==> config.mk <==
export PLATFORM = sky130hd
export DESIGN_NAME = lcd_text_buffer
export DESIGN_NICKNAME = d
export VERILOG_FILES = /design/src/rtl/lcd_text_buffer.sv
export SDC_FILE = /design/constraint.sdc
export NUM_CORES = 1
export LEC_CHECK = 0
export ABC_AREA = 1
export CORE_UTILIZATION = 55
export DETAILED_ROUTE_END_ITERATION = 7
export GPL_ROUTABILITY_DRIVEN = 0
export PLACE_DENSITY_LB_ADDON = 0.25
export SETUP_SLACK_MARGIN = 0.15
export SYNTH_ARGS = -nofsm -noshare
export SYNTH_HDL_FRONTEND = slang
export SYNTH_SLANG_ARGS = --single-unit
==> constraint.sdc <==
create_clock -name clk_1MHz -period 5 [get_ports clk_1MHz]
set_input_delay 0.5 -clock clk_1MHz [delete_from_list [all_inputs] [get_ports clk_1MHz]]
set_output_delay 0.5 -clock clk_1MHz [all_outputs]
set_load 0.01 [all_outputs]
==> src/rtl/lcd_text_buffer.sv <==
// Character-stream front end for the 16x2 LCD: keeps a 2-row screen image with a cursor,
// accepting ASCII bytes over valid/ready and handling CR, LF, BS, FF and scroll-up.
module lcd_text_buffer #(
    parameter int          COLS      = 16,
    parameter logic [7:0]  FILL_CHAR = 8'h20
) (
    input  logic         clk_1MHz,
    input  logic         rst_n,
    input  logic [7:0]   char_in,
    input  logic         char_valid,
    output logic         char_ready,
    output logic [127:0] row1,
    output logic [127:0] row2,
    output logic         cursor_row,
    output logic [3:0]   cursor_col,
    output logic         updated
);

    typedef enum logic [1:0] {IDLE, CLEAR, SCROLL} state_t;

    localparam logic [3:0]   LAST_COL = 4'(COLS - 1);
    localparam logic [127:0] BLANK    = {16{FILL_CHAR}};

    // Index 15 is the leftmost character, so column c lives at slot 15-c.
    logic [15:0][7:0] img1;
    logic [15:0][7:0] img2;
    state_t           state;
    logic [4:0]       sweep;
    logic             upd_pend;
    logic             accept;
    logic             printable;
    logic [3:0]       col_prev;

    assign row1      = img1;
    assign row2      = img2;
    assign accept    = char_valid && char_ready;
    assign printable = (char_in >= 8'h20) && (char_in <= 8'h7E);
    assign col_prev  = cursor_col - 4'd1;

    always_ff @(posedge clk_1MHz) begin
        if (!rst_n) begin
            img1       <= BLANK;
            img2       <= BLANK;
            cursor_row <= 1'b0;
            cursor_col <= '0;
            state      <= IDLE;
            sweep      <= '0;
            char_ready <= 1'b0;
            updated    <= 1'b0;
            upd_pend   <= 1'b0;
        end else begin
            updated  <= upd_pend;
            upd_pend <= 1'b0;
            case (state)
                IDLE: begin
                    char_ready <= 1'b1;
                    if (accept) begin
                        if (printable) begin
                            if (!cursor_row) img1[4'd15 - cursor_col] <= char_in;
                            else             img2[4'd15 - cursor_col] <= char_in;
                            if (cursor_col < LAST_COL) begin
                                cursor_col <= cursor_col + 4'd1;
                                upd_pend   <= 1'b1;
                            end else if (!cursor_row) begin
                                cursor_row <= 1'b1;
                                cursor_col <= '0;
                                upd_pend   <= 1'b1;
                            end else begin
                                // Wrap off the last row: the scroll cycle reports the change.
                                cursor_col <= '0;
                                state      <= SCROLL;
                                char_ready <= 1'b0;
                            end
                        end else begin
                            case (char_in)
                                8'h0D: cursor_col <= '0;
                                8'h0A: begin
                                    if (!cursor_row) begin
                                        cursor_row <= 1'b1;
                                    end else begin
                                        state      <= SCROLL;
                                        char_ready <= 1'b0;
                                    end
                                end
                                8'h08: begin
                                    if (cursor_col != 4'd0) begin
                                        cursor_col <= col_prev;
                                        if (!cursor_row) img1[4'd15 - col_prev] <= FILL_CHAR;
                                        else             img2[4'd15 - col_prev] <= FILL_CHAR;
                                        upd_pend <= 1'b1;
                                    end
                                end
                                8'h0C: begin
                                    state      <= CLEAR;
                                    sweep      <= '0;
                                    char_ready <= 1'b0;
                                end
                                default: ;
                            endcase
                        end
                    end
                end
                SCROLL: begin
                    img1       <= img2;
                    img2       <= BLANK;
                    cursor_row <= 1'b1;
                    state      <= IDLE;
                    char_ready <= 1'b1;
                    upd_pend   <= 1'b1;
                end
                CLEAR: begin
                    if (!sweep[4]) img1[4'd15 - sweep[3:0]] <= FILL_CHAR;
                    else           img2[4'd15 - sweep[3:0]] <= FILL_CHAR;
                    sweep <= sweep + 5'd1;
                    if (sweep == 5'd31) begin
                        cursor_row <= 1'b0;
                        cursor_col <= '0;
                        state      <= IDLE;
                        char_ready <= 1'b1;
                        upd_pend   <= 1'b1;
                    end
                end
                default: begin
                    state      <= IDLE;
                    char_ready <= 1'b0;
                end
            endcase
        end
    end

endmodule

==> results.txt <==
The run finished with clean final reports. The worst stage delay on the critical path is 780 ps. The number of cells after detailed placement is 4113. The via count normalized by instance count came out at 5.762.

The critical path data required time is 5440 ps. Setup repair after global routing left no endpoint under its margin. The setup slack on the worst flop-to-flop path is 1140 ps.

The critical path starts at state[0]$_SDFFE_PN0P_. The number of flip-flops and latches in the synthesized netlist came out at 271. The slew at the pin closest to its max-slew limit came out at 1190 ps. The power density relative to cell area came out at 267.6 nW/um^2.

In this run the core area contains 68 standard-cell rows. The per-instance average area after synthesis is 5.522 um^2. The total of max-cap violations is 0.

The startpoint identified for the worst register-to-register timing path is state[0]$_SDFFE_PN0P_. The maximum clock path buffer count came out at 3. The buffers inserted during post-CTS setup optimization came out at 0. The maximum number of pins on one net before global-route repair came out at 158. During I/O placement, the number of pins put on the boundary was 274. The TritonCTS clock tree is built. The clock reaches the later pin of the worst-skew pair after 520 ps.

The violation count after the first detailed-routing iteration is 2596. From synthesis to final layout, the design area changed by 18.17%. Summed over all instances, the cell type with the most area after synthesis is sky130_fd_sc_hd__nand2_1.

The cell type of the slowest stage on the worst timing path is sky130_fd_sc_hd__inv_2. The worst setup skew after layout is 17.27 ps. The placed cell area is 22210 um^2.

From left edge to right edge, the die measures 191.4 um. The largest voltage drop on the vdd net came out at 0.2245 mV. The number of gates resized after cts came out at 0. The finished layout holds 4170 standard cells, fillers aside.

The synthesized netlist occupies a cell area of 19720 um^2. By area the synthesized netlist is led by sky130_fd_sc_hd__nand2_1, sky130_fd_sc_hd__dfxtp_1, sky130_fd_sc_hd__nor2_1. The final count of hold timing violations is 0. In the final layout, the share of cells above drive strength 1 is 0.03637. The worst setup path is captured at a flop. Clock-pin slew was measured on the worst setup and hold paths at 60 ps. The number of nets in the synthesized netlist is 3596. The clock tree synthesis step divided the H-tree into 2 levels. The final routed wirelength across all metal layers is 71.40 mm. Setup violations remaining at the end of the flow were counted as 0. The distinct cell type count of the synthesized netlist is 37.

The iteration count of the initial detailed-routing pass came out at 6. The most repeated library cell on the critical path is sky130_fd_sc_hd__nand2_1. The count of hold buffers inserted by post-cts repair is 0.

At the placement stage, the worst setup path has a slack of 985.8 ps. The fmax came out at 259.1 MHz. The vertical extent of the die came out at 191.4 um. The via count of the first global-routing pass came out at 22255. The top cell types in the final layout, fill and taps aside, are sky130_fd_sc_hd__nand2_1, sky130_fd_sc_hd__nor2_1, sky130_fd_sc_hd__inv_1. The leading cell type in the layout, fill and taps excluded is sky130_fd_sc_hd__nand2_1. Across every metal layer, demand over resource in global routing totals 0.3789. The net count reported at finish came out at 3718. The leakage power of the design is 0.01266 uW. After routing, the total negative slack on setup checks comes to 0 ps. In this run, CTS created clock tree buffers numbering 34. Traced cell by cell, the critical path runs through inv_1, ha_2, nand2_1, inv_2, buf_4, a21oi_1, nand2_1, inv_1, nand2_1, nand3_1, nand3_1. The class of the tightest hold or removal check is reg -> reg. Clock tree synthesis found a total of 271 sinks. Once detailed placement completed, the half-perimeter wirelength came to 45.20 mm. The number of pins with negative max-slew slack in the final report came out at 0. The tree is rooted in a sky130_fd_sc_hd__clkbuf_16. The number of port buffers came out at 273. Counting the fill cells in the layout gives 3192. The global-route congestion overflow total came out at 0. The data arrival time of the critical path came out at 4300 ps. The post-route worst setup slack came out at 1141 ps. The effective utilization at floorplan is 0.5654. The sequential-to-total area share from yosys stat is 0.2751.

The fraction of the cycle the final worst path needs is 0.7718. The top-area cell type share of the netlist area is 0.2948. The remaining antenna violation count after routing came out at 0. The initial antenna violation count came out at 4. The mean routed wirelength per cell is 17.12 um. The remaining design rule violation count came out at 0. The highest fanout seen on the critical path is 45.

Synthesis produced a netlist whose cell count is 3572. The total number of vias is 24029. The core area came out at 34880 um^2. The area of all placed cells without fillers came out at 23310 um^2. The critical path startpoint category is a flop. The minimum period implied by the final worst setup slack is 3859 ps. The first global-routing pass estimated 112.5 mm of wire. The logic depth of the worst register-to-register path is 11. The yosys synthesis warning count came out at 0. The kind of critical path is reg -> reg. The headroom to the max-slew limit came out at 0.2049. The die covers 36620 um^2.
-- final cells by class --
class	count	area (um^2)	area share
Timing Repair Buffer	298	2937	0.1260
Inverter	345	1300	0.05578
Sequential cell	271	5425	0.2328
Clock buffer	49	1011	0.04338
Clock inverter	5	75.07	0.003221
Antenna cell	3	7.507	0.0003221
Tap cell	455	569.3	0.02443
Multi-Input combinational cell	2744	11980	0.5141
-- power by group --
| group | switching (uW) | internal, uW | leakage (uW) |
|---|---|---|---|
| combinational | 897 | 442 | 0.00993 |
| clock | 1000 | 1500 | 0.000534 |
| sequential | 131 | 2270 | 0.00220 |
-- layer usage --
metal,vias to the layer above,wire (um),global-route usage
met3,284,9031,0.08353
met2,1584,31820,0.6017
met1,10818,27010,0.4738
met4,2,3526,0.2106
li1,11341,-,-
met5,-,12,0
-- Yosys cell counts (all sizes together) --
| cell type | count |
|---|---|
| a211oi | 3 |
| o21bai | 1 |
| a32oi | 21 |
| a21boi | 1 |
| a22oi | 72 |
| nand2 | 1562 |
| dfxtp | 271 |
| ha | 13 |
| nor3 | 9 |
| a31oi | 9 |
| o22ai | 2 |
| clkinv | 3 |
| nand4 | 25 |
| inv | 342 |
| clkbuf | 124 |
| nand3 | 231 |
| o211ai | 11 |
| nor2 | 509 |
| nor3b | 1 |
| nor4 | 2 |
| buf | 88 |
| o21ai | 67 |
| a21oi | 205 |
-- critical path, delay by kind of cell, from the launching register on --
kind                       cells  cell delay, ps
buffers and inverters          4            1580
and+or+nand+nor                5             890
adders and majority gates      1             750
DFF                            1             400
AOI/OAI and AO/OA              1              80
-- metrics by stage --
| step | power, uW | util | hold WS (ps) |
|---|---|---|---|
| 2_1_floorplan | 3271 | - | 390.5 |
| 3_3_place_gp | 3692 | 0.6368 | 395.8 |
| 3_5_place_dp | 3737 | 0.6368 | 402.3 |
| 4_1_cts | 6188 | 0.6679 | 414.1 |
| 5_1_grt | 6454 | 0.6681 | 454.5 |
| 6_report | 6238 | 0.6681 | 412.5 |
-- cell families (layout without fill, tap and decap cells) --
kind of cell,count (synthesis),count (layout),synth area share
buf+inv,557,697,0.1196
simple gates,2339,2339,0.4814
other cells,0,3,0
flops,271,271,0.2751
compound gates,392,392,0.1157
fa+ha+maj,13,13,0.008247
-- worst min-delay path by stage --
stage                              from            endpoint  depth (start not counted)
global placement    upd_pend$_SDFF_PN0_  updated$_SDFF_PN0_                          2
detailed placement  upd_pend$_SDFF_PN0_  updated$_SDFF_PN0_                          2
floorplan           upd_pend$_SDFF_PN0_  updated$_SDFF_PN0_                          2
finish              upd_pend$_SDFF_PN0_  updated$_SDFF_PN0_                          2
CTS                 upd_pend$_SDFF_PN0_  updated$_SDFF_PN0_                          2
global route        upd_pend$_SDFF_PN0_  updated$_SDFF_PN0_                          2
Power figures use the tool's default switching activity.
